==> src/rtl/audio_sram_arbiter_if.sv <==
// Requester handshakes and SRAM pin bundle between the audio recorder/player and the arbiter.
// The arbiter connects through the slave modport; the surrounding logic uses master.
interface audio_sram_arbiter_if;
  logic        i_rec_req;
  logic [19:0] i_rec_addr;
  logic [15:0] i_rec_data;
  logic        o_rec_ack;
  logic        i_play_req;
  logic [19:0] i_play_addr;
  logic [15:0] o_play_data;
  logic        o_play_valid;
  logic        i_clear_len;
  logic [20:0] o_rec_len;
  logic [19:0] o_sram_addr;
  logic [15:0] o_sram_dq;
  logic        o_sram_dq_oe;
  logic [15:0] i_sram_dq;
  logic        o_sram_we_n;
  logic        o_sram_oe_n;
  logic        o_sram_ce_n;
  logic        o_sram_lb_n;
  logic        o_sram_ub_n;

  modport slave (
    input  i_rec_req, i_rec_addr, i_rec_data, i_play_req, i_play_addr,
           i_clear_len, i_sram_dq,
    output o_rec_ack, o_play_data, o_play_valid, o_rec_len, o_sram_addr,
           o_sram_dq, o_sram_dq_oe, o_sram_we_n, o_sram_oe_n, o_sram_ce_n,
           o_sram_lb_n, o_sram_ub_n
  );

  modport master (
    output i_rec_req, i_rec_addr, i_rec_data, i_play_req, i_play_addr,
           i_clear_len, i_sram_dq,
    input  o_rec_ack, o_play_data, o_play_valid, o_rec_len, o_sram_addr,
           o_sram_dq, o_sram_dq_oe, o_sram_we_n, o_sram_oe_n, o_sram_ce_n,
           o_sram_lb_n, o_sram_ub_n
  );
endinterface

==> src/rtl/audio_sram_arbiter.sv <==
// Round-robin arbiter sharing one 1M x 16 SRAM between the recorder (writes) and the
// player (reads); sequences the SRAM strobes and tracks the recorded length.
module audio_sram_arbiter #(
  parameter int WR_PULSE = 2,
  parameter int RD_WAIT  = 2
) (
  input  logic                 i_clk,
  input  logic                 i_rst,
  audio_sram_arbiter_if.slave  bus
);

  localparam int CNT_MAX = (WR_PULSE > RD_WAIT) ? WR_PULSE : RD_WAIT;
  localparam int CNT_W   = (CNT_MAX > 1) ? $clog2(CNT_MAX) : 1;

  typedef logic [CNT_W-1:0] cnt_t;
  localparam cnt_t WR_LOAD = cnt_t'(WR_PULSE - 1);
  localparam cnt_t RD_LOAD = cnt_t'(RD_WAIT - 1);

  typedef enum logic [2:0] {
    IDLE, W_SETUP, W_PULSE, W_HOLD, R_WAIT, R_DONE
  } state_t;

  typedef enum logic {GNT_REC, GNT_PLAY} grant_t;

  state_t      state, state_d;
  cnt_t        cnt, cnt_d;
  grant_t      last_grant;
  logic        grant_rec, grant_play;
  logic [20:0] addr_p1;

  // Widened before the increment so address 0xFFFFF yields 0x100000.
  assign addr_p1 = {1'b0, bus.o_sram_addr} + 21'd1;

  // NOTE: sequential state uses non-blocking assignments so every register samples
  // the pre-edge value of the others, independent of statement order.
  always_ff @(posedge i_clk) begin
    if (i_rst) begin
      state <= IDLE;
      cnt   <= '0;
    end else begin
      state <= state_d;
      cnt   <= cnt_d;
    end
  end

  // NOTE: every signal driven here gets a default first, so no path leaves one
  // unassigned and no latch is inferred.
  always_comb begin
    state_d    = state;
    cnt_d      = cnt;
    grant_rec  = 1'b0;
    grant_play = 1'b0;
    unique case (state)
      IDLE: begin
        if (bus.i_rec_req && (!bus.i_play_req || last_grant == GNT_PLAY)) begin
          grant_rec = 1'b1;
          state_d   = W_SETUP;
        end else if (bus.i_play_req) begin
          grant_play = 1'b1;
          state_d    = R_WAIT;
          cnt_d      = RD_LOAD;
        end
      end
      W_SETUP: begin
        state_d = W_PULSE;
        cnt_d   = WR_LOAD;
      end
      W_PULSE: begin
        if (cnt == '0) state_d = W_HOLD;
        else           cnt_d   = cnt - 1'b1;
      end
      W_HOLD: state_d = IDLE;
      R_WAIT: begin
        if (cnt == '0) state_d = R_DONE;
        else           cnt_d   = cnt - 1'b1;
      end
      R_DONE:  state_d = IDLE;
      default: state_d = IDLE;
    endcase
  end

  // Outputs are decoded from the next state and registered, so they line up with
  // the state they belong to without any combinational path to the pins.
  always_ff @(posedge i_clk) begin
    if (i_rst) begin
      last_grant       <= GNT_PLAY;
      bus.o_rec_ack    <= 1'b0;
      bus.o_play_valid <= 1'b0;
      bus.o_play_data  <= '0;
      bus.o_rec_len    <= '0;
      bus.o_sram_addr  <= '0;
      bus.o_sram_dq    <= '0;
      bus.o_sram_dq_oe <= 1'b0;
      bus.o_sram_we_n  <= 1'b1;
      bus.o_sram_oe_n  <= 1'b1;
      bus.o_sram_ce_n  <= 1'b1;
      bus.o_sram_lb_n  <= 1'b1;
      bus.o_sram_ub_n  <= 1'b1;
    end else begin
      bus.o_sram_ce_n  <= 1'b0;
      bus.o_sram_lb_n  <= 1'b0;
      bus.o_sram_ub_n  <= 1'b0;
      bus.o_sram_we_n  <= (state_d != W_PULSE);
      bus.o_sram_oe_n  <= (state_d != R_WAIT);
      bus.o_sram_dq_oe <= (state_d inside {W_SETUP, W_PULSE, W_HOLD});
      bus.o_rec_ack    <= (state_d == W_HOLD);
      bus.o_play_valid <= (state_d == R_DONE);

      if (grant_rec) begin
        last_grant      <= GNT_REC;
        bus.o_sram_addr <= bus.i_rec_addr;
        bus.o_sram_dq   <= bus.i_rec_data;
      end else if (grant_play) begin
        last_grant      <= GNT_PLAY;
        bus.o_sram_addr <= bus.i_play_addr;
      end

      if (state == R_WAIT && cnt == '0) bus.o_play_data <= bus.i_sram_dq;

      // Clear takes priority over a coinciding length update.
      if (bus.i_clear_len)                               bus.o_rec_len <= '0;
      else if (state == W_HOLD && addr_p1 > bus.o_rec_len) bus.o_rec_len <= addr_p1;
    end
  end

endmodule

==> src/flat_wrapper.sv <==
// flat-port wrapper written by rule: the top's interface ports become plain ports
module audio_sram_arbiter_flat 
#(
  parameter int WR_PULSE = 2,
  parameter int RD_WAIT  = 2
)
  (i_clk, i_rst, bus_i_rec_req, bus_i_rec_addr, bus_i_rec_data, bus_i_play_req, bus_i_play_addr, bus_i_clear_len, bus_i_sram_dq, bus_o_rec_ack, bus_o_play_data, bus_o_play_valid, bus_o_rec_len, bus_o_sram_addr, bus_o_sram_dq, bus_o_sram_dq_oe, bus_o_sram_we_n, bus_o_sram_oe_n, bus_o_sram_ce_n, bus_o_sram_lb_n, bus_o_sram_ub_n);
  audio_sram_arbiter_if bus_i ();
  input  logic i_clk;
  input  logic i_rst;
  input wire logic [$bits(bus_i.i_rec_req)-1:0] bus_i_rec_req;
  input wire logic [$bits(bus_i.i_rec_addr)-1:0] bus_i_rec_addr;
  input wire logic [$bits(bus_i.i_rec_data)-1:0] bus_i_rec_data;
  input wire logic [$bits(bus_i.i_play_req)-1:0] bus_i_play_req;
  input wire logic [$bits(bus_i.i_play_addr)-1:0] bus_i_play_addr;
  input wire logic [$bits(bus_i.i_clear_len)-1:0] bus_i_clear_len;
  input wire logic [$bits(bus_i.i_sram_dq)-1:0] bus_i_sram_dq;
  output wire logic [$bits(bus_i.o_rec_ack)-1:0] bus_o_rec_ack;
  output wire logic [$bits(bus_i.o_play_data)-1:0] bus_o_play_data;
  output wire logic [$bits(bus_i.o_play_valid)-1:0] bus_o_play_valid;
  output wire logic [$bits(bus_i.o_rec_len)-1:0] bus_o_rec_len;
  output wire logic [$bits(bus_i.o_sram_addr)-1:0] bus_o_sram_addr;
  output wire logic [$bits(bus_i.o_sram_dq)-1:0] bus_o_sram_dq;
  output wire logic [$bits(bus_i.o_sram_dq_oe)-1:0] bus_o_sram_dq_oe;
  output wire logic [$bits(bus_i.o_sram_we_n)-1:0] bus_o_sram_we_n;
  output wire logic [$bits(bus_i.o_sram_oe_n)-1:0] bus_o_sram_oe_n;
  output wire logic [$bits(bus_i.o_sram_ce_n)-1:0] bus_o_sram_ce_n;
  output wire logic [$bits(bus_i.o_sram_lb_n)-1:0] bus_o_sram_lb_n;
  output wire logic [$bits(bus_i.o_sram_ub_n)-1:0] bus_o_sram_ub_n;
  assign bus_i.i_rec_req = bus_i_rec_req;
  assign bus_i.i_rec_addr = bus_i_rec_addr;
  assign bus_i.i_rec_data = bus_i_rec_data;
  assign bus_i.i_play_req = bus_i_play_req;
  assign bus_i.i_play_addr = bus_i_play_addr;
  assign bus_i.i_clear_len = bus_i_clear_len;
  assign bus_i.i_sram_dq = bus_i_sram_dq;
  assign bus_o_rec_ack = bus_i.o_rec_ack;
  assign bus_o_play_data = bus_i.o_play_data;
  assign bus_o_play_valid = bus_i.o_play_valid;
  assign bus_o_rec_len = bus_i.o_rec_len;
  assign bus_o_sram_addr = bus_i.o_sram_addr;
  assign bus_o_sram_dq = bus_i.o_sram_dq;
  assign bus_o_sram_dq_oe = bus_i.o_sram_dq_oe;
  assign bus_o_sram_we_n = bus_i.o_sram_we_n;
  assign bus_o_sram_oe_n = bus_i.o_sram_oe_n;
  assign bus_o_sram_ce_n = bus_i.o_sram_ce_n;
  assign bus_o_sram_lb_n = bus_i.o_sram_lb_n;
  assign bus_o_sram_ub_n = bus_i.o_sram_ub_n;
  audio_sram_arbiter #(.WR_PULSE(WR_PULSE), .RD_WAIT(RD_WAIT)) u_core (.i_clk(i_clk), .i_rst(i_rst), .bus(bus_i));
endmodule
==> config.mk <==
export PLATFORM = sky130hd
export DESIGN_NAME = audio_sram_arbiter_flat
export DESIGN_NICKNAME = d
export VERILOG_FILES = /design/src/rtl/audio_sram_arbiter_if.sv /design/src/rtl/audio_sram_arbiter.sv /design/src/flat_wrapper.sv
export SDC_FILE = /design/constraint.sdc
export NUM_CORES = 1
export LEC_CHECK = 0
export ABC_AREA = 1
export CORE_ASPECT_RATIO = 1.2
export CORE_MARGIN = 4
export CORE_UTILIZATION = 60
export CTS_BUF_LIST = sky130_fd_sc_hd__clkbuf_4
export CTS_CLUSTER_SIZE = 16
export DETAILED_ROUTE_END_ITERATION = 6
export DONT_BUFFER_PORTS = 1
export PLACE_DENSITY_LB_ADDON = 0.08
export SLEW_MARGIN = 15
export SYNTH_ARGS = -nofsm -noshare
export SYNTH_HDL_FRONTEND = slang
export SYNTH_SLANG_ARGS = --single-unit
==> constraint.sdc <==
create_clock -name i_clk -period 6.1 [get_ports i_clk]
set_clock_uncertainty 0.15 [all_clocks]
set_input_delay 0.915 -clock i_clk [delete_from_list [all_inputs] [get_ports i_clk]]
set_output_delay 0.915 -clock i_clk [all_outputs]
set_load 0.05 [all_outputs]
After elaboration in Yosys (flattened, before gate mapping)
Cells that the tools add are included.
- register bits: 84
- bits of input ports: 77
- output and inout bits: 81
- word-level logic and storage cells: 60
- $add $sub $neg: 2
- order comparisons: 1
- eq/ne operators: 12
- multiplexer cells: 19
- bitwise gates (word level): 1
- reduce and logical (&&, ||, !) cells: 12
- operators by type and width (operator ; count):
    20-bit 2-to-1 mux ; 2
    20-bit by 1-bit adder with 21-bit output, second input constant ; 1
    21-bit > comparator ; 1
    3-bit by 2-bit == test with 1-bit output, second input constant ; 4
    3-bit 2-to-1 mux ; 4
    3-bit case mux with 4 select lines ; 1
    1-bit 2-to-1 mux ; 11
    3-bit by 1-bit == test with 1-bit output, second input constant ; 2
    3-bit == test, second input constant ; 2
    3-bit nonzero test ; 2
    2-bit != test, second input constant ; 2
    2-bit OR reduction ; 2
    1-bit logical AND ; 3
    3-bit logical NOT ; 1
    3-bit by 2-bit != test with 1-bit output, second input constant ; 1
    3-bit != test, second input constant ; 1
    1-bit case mux with 3 select lines ; 1
    3-bit AND reduction ; 1
    2-bit nonzero test ; 1
    1-bit logical NOT ; 1
    1-bit logical OR ; 1
    1-bit NOT ; 1
    1-bit subtractor, second input constant ; 1

Depth between registers and ports, before layout
Gate-level depths: netlist (run 1).
- depth in word-level cells: 7
- depth in mapped cells: 20
- gate-level depth less buffers: 19

Least setup slack after synthesis (run 1)
Ideal clock, no wire load.
- path kind: reg-to-reg
- from: reg u_core.bus.o_sram_addr[0]
- to: reg u_core.bus.o_rec_len[17]
- library setup time: 0.113 ns
- arrival time: 2.872 ns
- data required time: 5.837 ns
- path slack: 2.965 ns
- stages on the path, launching flop included: 20
- path buffers: 1
- clock period less this slack: 3.135 ns
- cell sequence: dfxtp_1 -> ha_1 -> nand3_2 -> inv_2 -> nand2_2 -> nor2_4 -> nand2_1 -> xor2_1 -> inv_2 -> ha_1 -> nand2_1 -> nor2_1 -> nand2_1 -> nor2_4 -> nand2_1 -> nand3_2 -> nand2_2 -> buf_2 -> nor2_1 -> nor2_1
- word-level cells in the longest chain between the ends: 3
- RTL lines (element ; RTL line ; text):
    start, declared ; audio_sram_arbiter_if.sv:27 ; output o_rec_ack, o_play_data, o_play_valid, o_rec_len, o_sram_addr,
    start signal, assigned ; audio_sram_arbiter.sv:111 ; bus.o_sram_addr <= bus.i_rec_addr;
    start signal, assigned ; audio_sram_arbiter.sv:115 ; bus.o_sram_addr <= bus.i_play_addr;
    20-bit by 1-bit adder with 21-bit output ; audio_sram_arbiter.sv:32 ; assign addr_p1 = {1'b0, bus.o_sram_addr} + 21'd1;
    named net u_core.addr_p1[12] ; audio_sram_arbiter.sv:29 ; logic [20:0] addr_p1;
    21-bit > comparator ; audio_sram_arbiter.sv:122 ; else if (state == W_HOLD && addr_p1 > bus.o_rec_len) bus.o_rec_len <= addr_p1;
    1-bit logical AND ; audio_sram_arbiter.sv:122 ;
    end signal, assigned ; audio_sram_arbiter.sv:122 ;
    end, declared ; audio_sram_arbiter_if.sv:27 ;
The timed path passes the listed nets, and every way through them passes these cells.
A chain may end at the register's enable or synchronous reset.

Worst setup path after layout (run 1)
- from: reg u_core.bus.o_sram_addr[0]
- to: reg u_core.bus.o_rec_len[7]
The elaborated chain is that of the path after synthesis.

==> impl_metrics.csv, run 1 <==
group,metric,value,unit
status,status,"complete, no violations",
clock_tree,cts-buffers-inserted,9,
timing,whs,333,ps
die,rows,34,
power_and_ir_drop,power,1.84,mW
layout,nets,735,
drt,wl_per_cell,14.6,um
drt,vias,3934,
worst_setup_path,crit_path_end_kind,"flip-flop",
timing,maxSlewViolCount,0,
place,placed_cell_area,4410,um^2
min_path,holdPathEnd,"u_core.bus.o_sram_ce_n$_DFF_P_",
timing,max_freq,249,MHz
min_path,hp-class,"primary input to flip-flop",
timing,min_period,4020,ps
synth,synthesis.nets,750,
layout,final_util,63.4,%
timing,hold_viol,0,
timing,final.setup.tns,0,ps
clock_tree,holdBufCountCts,0,
place,place.gp.congestion,0.877,
global_route,grt_pass1_wl,17.0,mm
die,initial_core_util,61.3,%
synth,ys_types,27,
drt,avgViaCountPerCell,5.38,
global_route,grt_pass1_vias,3712,
clock_tree,insertion_delay,440,ps
worst_setup_path,worst-path-max-fanout,40,
worst_setup_path,path_class,"flip-flop to flip-flop",
clock_tree,clockBufferDepth,2,
place,port_buffers,0,
global_route,overflow,0,
clock_tree,cts-resized-gates,0,
worst_setup_path,crit_arrival,4220,ps
layout,num_antenna_cells,0,
clock_tree,clockRootBuffer,"clkbuf_4",
clock_tree,clock_sinks,84,
min_path,worst_hold_startpoint,"i_rst",
global_route,grt_max_degree,41,
worst_setup_path,worstReg2RegEnd,"u_core.bus.o_rec_len[7]$_SDFFE_PP0P_",
drt,drc_errors,0,
worst_setup_path,cp-start-kind,"flip-flop",
synth,synth.area.top_cells,"dfxtp_1 (38%), nand2_1 (14%), nor2_1 (9.1%)",
synth,yosys_warnings,0,
synth,synth.top_cell.area_share,37.9,%
synth,seq_area_frac_synth,37.9,%
synth,syn_area_per_cell,6.82,um^2
flow_run,drv_cap,0,
power_and_ir_drop,p_leak,2.27,nW
timing,max_slew_margin,36.1,%
synth,synth_top_cell_by_area,"dfxtp_1",
die,die_w,86.5,um
clock_tree,cts_tree,"done",
place,post-dp-hpwl,7.94,mm
clock_tree,cts_max_level,3,
die,io_pins,158,
die,die-height,102,um
drt,drtIter0Drc,158,
drt,totalWireLength,10.7,mm
timing,worst_slew_pin_slew,956,ps
die,core-area,7230,um^2
timing,rsz0062_at_grt,"no",
global_route,antenna_found_initial,0,
clock_tree,postCtsSetupRepairBufs,0,
layout,drive_above_1_share,7.02,%
drt,antenna_left,0,
die,die_area,8840,um^2
synth,synth_area,4440,um^2
clock_tree,clk_pin_slew_worst_paths,140,ps
timing,timing.final.crit_share,65.9,%
worst_setup_path,reg2reg_from,"u_core.bus.o_sram_addr[0]$_SDFFE_PP0P_",
power_and_ir_drop,p_per_area,401,nW/um^2
drt,drt-pass1-iter-count,5,
min_path,hold_depth,0,
timing,setup_viol,0,
layout,area_growth,3.30,%
layout,fin_area,4580,um^2
worst_setup_path,reg2reg_depth,18,
global_route,grt.total_usage,24.3,%
power_and_ir_drop,irDropWorstVdd,0.246,mV
synth,ys_seq_elements,84,
worst_setup_path,required,6300,ps
worst_setup_path,reg2reg_slack,2080,ps
synth,synthesis.instances,651,
[through the flow]
stage / cells / setup slack (ps)
6_report: 731 / 2080
5_1_grt: 731 / 1740
4_1_cts: 731 / 2060
3_5_place_dp: 715 / 2100
3_3_place_gp: 715 / 2190
2_1_floorplan: 651 / 2970
[Yosys cell counts]
| library cell | number |
|---|---|
| nand3_2 | 3 |
| o21ai_0 | 19 |
| clkbuf_1 | 9 |
| a21o_1 | 1 |
| nand3_1 | 48 |
| nand4_1 | 4 |
| ha_1 | 22 |
| xor2_1 | 9 |
| nand2_2 | 8 |
| nor2_4 | 5 |
| buf_6 | 4 |
| a21oi_2 | 1 |
| buf_4 | 4 |
| inv_2 | 8 |
| dfxtp_1 | 84 |
| nand2_1 | 164 |
| nor2_1 | 108 |
| nor2_2 | 1 |
| nor3_1 | 1 |
| clkinv_1 | 2 |
| inv_1 | 79 |
| a21oi_1 | 27 |
| nand3b_1 | 1 |
| xnor2_1 | 6 |
| buf_2 | 11 |
| nor4_1 | 2 |
| o211ai_1 | 20 |
[critical path, stage by stage (launching register included)]
cell and delay, ps:
dfxtp_1 850, ha_1 360, nand3_2 130, inv_2 100, nand2_2 80, nor2_4 110
nand4_1 120, nor4_1 300, ha_1 330, nand2_2 110, inv_1 40, nand2_1 60
nand2_1 50, a21oi_1 190, nand3_2 130, nand2_2 540, nand2_1 130, nand2_1 100
nor2_1 40
[worst max-delay path by stage]
stage | startpoint | to | slack (ps) | depth (start not counted)
after CTS | u_core.bus.o_sram_addr[0]$_SDFFE_PP0P_ | u_core.bus.o_rec_len[2]$_SDFFE_PP0P_ | 2060 | 18
after detailed placement | u_core.bus.o_sram_addr[0]$_SDFFE_PP0P_ | u_core.bus.o_rec_len[2]$_SDFFE_PP0P_ | 2100 | 18
after floorplan | u_core.bus.o_sram_addr[0]$_SDFFE_PP0P_ | u_core.bus.o_rec_len[17]$_SDFFE_PP0P_ | 2970 | 19
final | u_core.bus.o_sram_addr[0]$_SDFFE_PP0P_ | u_core.bus.o_rec_len[7]$_SDFFE_PP0P_ | 2080 | 18
after global placement | u_core.bus.o_sram_addr[0]$_SDFFE_PP0P_ | u_core.bus.o_rec_len[20]$_SDFFE_PP0P_ | 2190 | 18
after global routing | u_core.bus.o_sram_addr[0]$_SDFFE_PP0P_ | u_core.bus.o_rec_len[14]$_SDFFE_PP0P_ | 1740 | 18
[cells in the final DEF (no fill, tap or decap)]
cell / n
dfxtp_1: 84
o211ai_1: 20
clkinv_4: 1
nor2_4: 5
a21oi_1: 26
nor4_1: 2
clkinvlp_4: 1
a21oi_2: 1
a21oi_4: 1
nand3_1: 48
nand3b_1: 1
inv_8: 1
nor2_2: 1
a21o_1: 1
clkinv_1: 2
inv_6: 1
inv_2: 8
xnor2_1: 6
nand4_1: 4
nand2_1: 164
xor2_1: 9
nand3_2: 3
clkbuf_4: 10
nor3_1: 1
buf_4: 2
ha_1: 22
nor2_1: 108
inv_1: 79
o21ai_0: 19
nand2_2: 8
bufinv_16: 2
[per-layer routing]
layer,track usage (%),part of all wire [%],up-vias
li1,-,-,2002
met1,27.9,39,1774
met2,42.1,51,133
met3,7.18,8.0,25
met4,10.1,2.5,0
met5,0,0,-
[power by group]
part | total (mW) | internal (mW) | switching, mW
Combinational | 0.486 | 0.170 | 0.316
Sequential | 0.967 | 0.624 | 0.342
Clock | 0.386 | 0.176 | 0.210
[cell families (layout without fill, tap and decap cells)]
kind of cell / after synthesis / count (layout) / share of synthesized area, %
flip-flops: 84 / 84 / 37.9
AO/OA/AOI/OAI: 68 / 68 / 8.94
adder cells (fa/ha/maj): 22 / 22 / 6.20
AND/OR/NAND/NOR: 345 / 345 / 32.8
XOR/XNOR: 15 / 15 / 2.96
buffers and inverters: 117 / 107 / 11.2
[cell type report]
type | count | area, um^2
Multi-Input combinational cell | 450 | 2270
Tap cell | 90 | 113
Clock buffer | 10 | 75.1
Fill cell | 662 | 2650
Inverter | 89 | 334
Timing Repair Buffer | 2 | 15.0
Sequential cell | 84 | 1680
Clock inverter | 6 | 96.3
[sequential cells by signal (all words and copies together), names as in the netlist]
| register | count |
|---|---|
| u_core.bus.o_rec_len | 21 |
| u_core.bus.o_sram_addr | 20 |
| u_core.bus.o_play_data | 16 |
| u_core.bus.o_sram_dq | 16 |
| u_core.state | 3 |
| u_core.bus.o_play_valid | 1 |
| u_core.bus.o_rec_ack | 1 |
| u_core.bus.o_sram_ce_n | 1 |
| u_core.bus.o_sram_dq_oe | 1 |
| u_core.bus.o_sram_oe_n | 1 |
| u_core.bus.o_sram_we_n | 1 |
| u_core.cnt | 1 |
| u_core.last_grant | 1 |
No activity file was read; power rests on OpenSTA's default activity.
==> run 2, diff against run 1 <==
clock period = 4.2 ns   (was 6.1 ns; I/O delays follow)
==> impl_metrics.csv, run 2 (synthesis results as in run 1) <==
group,metric,value,unit
clock_tree,clockRootBuffer,"clkbuf_4",
die,die_area,8840,um^2
global_route,grt.total_usage,24.2,%
clock_tree,clock_sinks,84,
place,dp_slack,878,ps
layout,layout_common_cells,"nand2_1 (164), nor2_1 (108), dfxtp_1 (84)",
drt,drt-pass1-iter-count,5,
worst_setup_path,worst-path-max-fanout,40,
global_route,grt_max_degree,41,
layout,area_growth,5.87,%
worst_setup_path,critPathLaunch,"u_core.bus.o_sram_addr[1]$_SDFFE_PP0P_",
die,io_pins,158,
power_and_ir_drop,irDropWorstVdd,0.364,mV
clock_tree,clockBufferDepth,2,
worst_setup_path,worstReg2RegEnd,"u_core.bus.o_rec_len[3]$_SDFFE_PP0P_",
worst_setup_path,required,4380,ps
timing,min_period,3350,ps
drt,avgViaCountPerCell,5.33,
drt,antenna_left,0,
clock_tree,holdBufCountCts,0,
place,port_buffers,0,
clock_tree,clk_pin_slew_worst_paths,150,ps
power_and_ir_drop,p_comb_share,37.7,%
flow_run,drv_cap,0,
timing,setup_viol,0,
worst_setup_path,slowest_stage,"nand2_2",
die,initial_core_util,61.3,%
drt,wl_per_cell,14.3,um
global_route,overflow,0,
min_path,hp-class,"primary input to flip-flop",
drt,drc_errors,0,
worst_setup_path,reg2reg_from,"u_core.bus.o_sram_addr[1]$_SDFFE_PP0P_",
power_and_ir_drop,swShare,47.5,%
layout,largest_reg_flops,21,
layout,layout_commonest_cell,"nand2_1",
clock_tree,cts-buffers-inserted,9,
layout,fill_cells,704,
worst_setup_path,worst_path_most_repeated_cell,"nand2_1",
power_and_ir_drop,clock_power_share,18.1,%
status,status,"complete, no violations",
worst_setup_path,cp_num_buf_inv,2,
worst_setup_path,slowest_delay,530,ps
timing,worst_slew_pin_slew,969,ps
die,core-area,7230,um^2
timing,timing.final.crit_share,79.8,%
min_path,worst_hold_startpoint,"i_rst",
place,place.gp.congestion,0.869,
global_route,grt_pass1_vias,3827,
global_route,grt_pass1_wl,17.1,mm
power_and_ir_drop,p_leak,2.35,nW
timing,rsz0062_at_grt,"no",
timing,max_slew_margin,35.3,%
timing,setup_ws,847,ps
timing,maxSlewViolCount,0,
global_route,grt_busiest_layer,"met2",
worst_setup_path,crit_arrival,3540,ps
worst_setup_path,reg2reg_slack,850,ps
drt,totalWireLength,10.7,mm
worst_setup_path,crit_family,"simple AND/OR/NAND/NOR gates",
layout,num_antenna_cells,0,
layout,drive_above_1_share,9.55,%
die,die_w,86.5,um
drt,vias,3996,
power_and_ir_drop,power,2.66,mW
clock_tree,insertion_delay,440,ps
global_route,grt_util_met2,43.5,%
worst_setup_path,cp-start-kind,"flip-flop",
global_route,gr-usage-met1,28.2,%
layout,nets,754,
worst_setup_path,path_class,"flip-flop to flip-flop",
timing,hold_viol,0,
global_route,met3_usage,4.92,%
layout,final_util,64.9,%
timing,max_freq,298,MHz
clock_tree,cts-resized-gates,0,
die,die-height,102,um
power_and_ir_drop,p_per_area,566,nW/um^2
power_and_ir_drop,netSwitchingPower,1.26,mW
worst_setup_path,crit_path_cell_trace,"ha_1, nand3_2, inv_2, nand2_2, nor2_4, nand4_1, nor4_1, ha_1, nand2_2, inv_1, nand2_1, nand2_1, a21oi_1, nand3_2, nand2_2, nand2_1, nand2_1, nor2_1",
timing,final.setup.tns,0,ps
layout,largest-register,"u_core.bus.o_rec_len",
clock_tree,postCtsSetupRepairBufs,0,
min_path,holdPathEnd,"u_core.bus.o_sram_ce_n$_DFF_P_",
clock_tree,cts_max_level,3,
drt,drtIter0Drc,166,
worst_setup_path,reg2reg_depth,18,
power_and_ir_drop,p_int,1.40,mW
worst_setup_path,crit_path_end_kind,"flip-flop",
layout,reg_top3,"u_core.bus.o_rec_len: 21 flops, u_core.bus.o_sram_addr: 20 flops",
power_and_ir_drop,seqPwrFrac,44.1,%
place,post-dp-hpwl,8.16,mm
global_route,antenna_found_initial,0,
die,rows,34,
min_path,hold_depth,0,
clock_tree,cts_tree,"done",
==> run 2: final cells by class <==
cell class	count	area [um^2]	area share, %
tap	90	113	2.40
clock buffer	9	67.6	1.44
sequential	84	1680	35.8
clock inverter	7	75.1	1.60
inverter	89	334	7.11
timing repair buffer	21	158	3.36
multi-input combinational	450	2270	48.3
==> run 2: metal layers <==
metal	up-vias	share of wire (%)
li1	2041	-
met1	1810	40
met2	130	51
met3	15	7.3
met4	0	1.6
met5	-	0
==> run 2: how the worst max path moves through the flow <==
stage                                            endpoint  slack [ps]  cells past startpoint
floorplan           u_core.bus.o_rec_len[17]$_SDFFE_PP0P_        1070                     19
global placement    u_core.bus.o_rec_len[13]$_SDFFE_PP0P_         970                     18
detailed placement   u_core.bus.o_rec_len[3]$_SDFFE_PP0P_         880                     18
CTS                  u_core.bus.o_rec_len[3]$_SDFFE_PP0P_         840                     18
global route        u_core.bus.o_rec_len[16]$_SDFFE_PP0P_         480                     18
finish               u_core.bus.o_rec_len[3]$_SDFFE_PP0P_         850                     18
==> run 2: power by group through the flow <==
stage	Combinational [mW]	Clock (mW)	Sequential, mW
final	1.00	0.482	1.17
after CTS	1.01	0.490	1.17
after detailed placement	1.00	0	1.19
after global placement	0.982	0	1.19
after floorplan	0.600	0	1.37
after global routing	1.13	0.520	1.19
==> run 2: per-stage QoR <==
step           instances  area (um^2)  hold slack [ps]
3_5_place_dp         734         4550              304
2_1_floorplan        651         4440              281
6_report             750         4700             57.2
4_1_cts              750         4700             47.2
5_1_grt              750         4700             50.4
3_3_place_gp         734         4550              292
==> run 3, diff against run 2 <==
ABC_AREA = 0   (was 1)
clock period = 3.3 ns   (was 4.2 ns; I/O delays follow)
==> impl_metrics.csv, run 3 <==
group,metric,value,unit
synth,ys_types,47,
clock_tree,clockRootBuffer,"clkbuf_4",
synth,synth.area.top_cells,"dfxtp_1 (40%), nand2_1 (14%), ha_1 (6.5%)",
worst_setup_path,cp-start-kind,"flip-flop",
die,initial_core_util,61.9,%
timing,max_freq,305,MHz
drt,drtIter0Drc,171,
synth,yosys.area_share.simple,26.1,%
global_route,overflow,0,
timing,timing.final.crit_share,99.3,%
flow_run,drv_cap,0,
power_and_ir_drop,p_per_area,816,nW/um^2
worst_setup_path,worst-path-max-fanout,5,
die,core-area,6850,um^2
worst_setup_path,crit_path_end_kind,"flip-flop",
timing,max_slew_margin,36.8,%
layout,nets,654,
layout,num_antenna_cells,0,
timing,maxSlewViolCount,0,
global_route,grt_max_degree,58,
min_path,hp-class,"primary input to flip-flop",
synth,synthAdderAreaFrac,6.49,%
layout,largest_reg_flops,21,
die,die_area,8480,um^2
timing,setup_viol,0,
synth,yosys_warnings,0,
synth,synth-async-reset-ratio,0,%
synth,synthesis.nets,619,
clock_tree,clock_sinks,84,
drt,drt-pass1-iter-count,5,
synth,synth_edf_count,0,
die,rows,33,
global_route,grt_pass1_vias,3522,
clock_tree,clk_pin_slew_worst_paths,150,ps
layout,largest-register,"u_core.bus.o_rec_len",
drt,totalWireLength,11.0,mm
synth,synth.top_cell.area_share,39.7,%
timing,min_period,3280,ps
synth,post-synth-top-count-cell,"nand2_1",
place,post-dp-hpwl,7.98,mm
layout,layout_commonest_cell,"nand2_1",
clock_tree,clockBufferDepth,2,
power_and_ir_drop,p_leak,1.92,nW
layout,layout_common_cells,"nand2_1 (155), dfxtp_1 (68), buf_4 (50)",
timing,whs,24.2,ps
synth,synth_top_cell_by_area,"dfxtp_1",
synth,synth-xor-area-share,3.51,%
timing,hold_viol,0,
timing,setup_ws,23.3,ps
place,dp_slack,6.83,ps
layout,reg_top3,"u_core.bus.o_rec_len: 21 flops, u_core.bus.o_sram_addr: 20 flops",
worst_setup_path,path_class,"flip-flop to flip-flop",
status,status,"complete, no violations",
worst_setup_path,crit_arrival,3480,ps
drt,wl_per_cell,17.1,um
synth,syn_area_per_cell,8.15,um^2
drt,antenna_left,0,
global_route,antenna_found_initial,0,
clock_tree,cts_max_level,3,
layout,area_growth,16.8,%
synth,synth-main-ff-cell,"dfxtp_1",
die,io_pins,158,
clock_tree,cts-buffers-inserted,9,
global_route,grt_pass1_wl,16.4,mm
timing,worst_slew_pin_slew,945,ps
synth,synthMuxAreaShare,4.96,%
synth,seq_area_frac_synth,39.7,%
drt,vias,3700,
die,die_w,84.7,um
synth,synth_top_family_by_area,"simple AND/OR/NAND/NOR gates",
global_route,grt.total_usage,23.9,%
drt,drc_errors,0,
synth,synth_top_cells_by_count,"nand2_1 (155), dfxtp_1 (84), a21oi_1 (41)",
synth,synthesis.instances,520,
power_and_ir_drop,irDropWorstVdd,0.639,mV
die,die-height,100,um
synth,synth_area,4240,um^2
place,port_buffers,0,
clock_tree,insertion_delay,420,ps
drt,avgViaCountPerCell,5.73,
place,place.gp.congestion,0.860,
synth,synth_compound_area_share,13.0,%
layout,drive_above_1_share,20.0,%
worst_setup_path,required,3500,ps
clock_tree,cts_tree,"done",
synth,ys_seq_elements,84,
layout,final_util,72.3,%
run 3: worst paths after layout:
check / startpoint / end / slack, ps / cells after the start
max: u_core.bus.o_sram_addr[0]$_SDFFE_PP0P_ / u_core.bus.o_rec_len[8]$_SDFFE_PP0P_ / 20 / 12
min reg2reg: u_core.last_grant$_SDFFE_PP1P_ / u_core.last_grant$_SDFFE_PP1P_ / 380 / 1
max reg2reg: u_core.bus.o_sram_addr[0]$_SDFFE_PP0P_ / u_core.bus.o_rec_len[8]$_SDFFE_PP0P_ / 20 / 12
min: i_rst / u_core.last_grant$_SDFFE_PP1P_ / 20 / 1
run 3: what timing repair did:
action	4_1_cts	5_1_grt
endpoints found under the setup margin	2	21
endpoints found under the hold margin	57	0
pin swaps	1	10
setup buffers	0	4
hold buffers	1	0
cloned	0	3
resized for setup	0	14
run 3: per-stage QoR:
step | setup TNS, ps | power [mW] | cells | cell area [um^2]
after floorplan | 0 | 2.87 | 520 | 4270
after global placement | 0 | 3.19 | 623 | 4580
after detailed placement | 0 | 3.24 | 623 | 4580
after CTS | 0 | 3.93 | 639 | 4760
after global routing | -826 | 4.28 | 646 | 4950
final | 0 | 4.04 | 646 | 4950
run 3: routing by layer:
metal	part of all wire, %	routed length [um]	up-vias	GRT usage [%]
met5	0	0	-	0
li1	-	-	1834	-
met3	8.6	947	28	7.64
met1	37	4040	1705	27.0
met4	3.0	329	0	11.3
met2	52	5730	133	40.9
run 3: critical path, cell delays in order, from the launching register on:
cell and delay, ps:
dfxtp_4 410, ha_4 160, nand3_4 100, nor4_4 400
a31oi_1 160, or2_1 290, ha_4 310, nand4_4 130
nor3_2 160, a221oi_2 110, a31oi_4 340, clkbuf_16 230
mux2i_1 230
run 3: layout make-up:
class	instances	area, um^2
fillers	572	1900
well taps	87	109
repair buffers	56	488
clock inverters	6	96.3
flip-flops and latches	84	1710
clock buffers	9	67.6
inverters	24	90.1
multi-input cells	380	2390
run 3: cells by family after synthesis:
logic type,Yosys count
and+or+nand+nor,237
DFF,84
AOI/OAI and AO/OA,83
buffers and inverters,56
adders and majority gates,22
muxes,21
xor gates and xnor gates,17
run 3: power breakdown:
group | internal [mW] | switching, mW | leakage [nW]
sequential | 1.21 | 0.406 | 0.692
clock | 0.312 | 0.377 | 0.0845
combinational | 0.594 | 1.14 | 1.14
total | 2.12 | 1.93 | 1.92
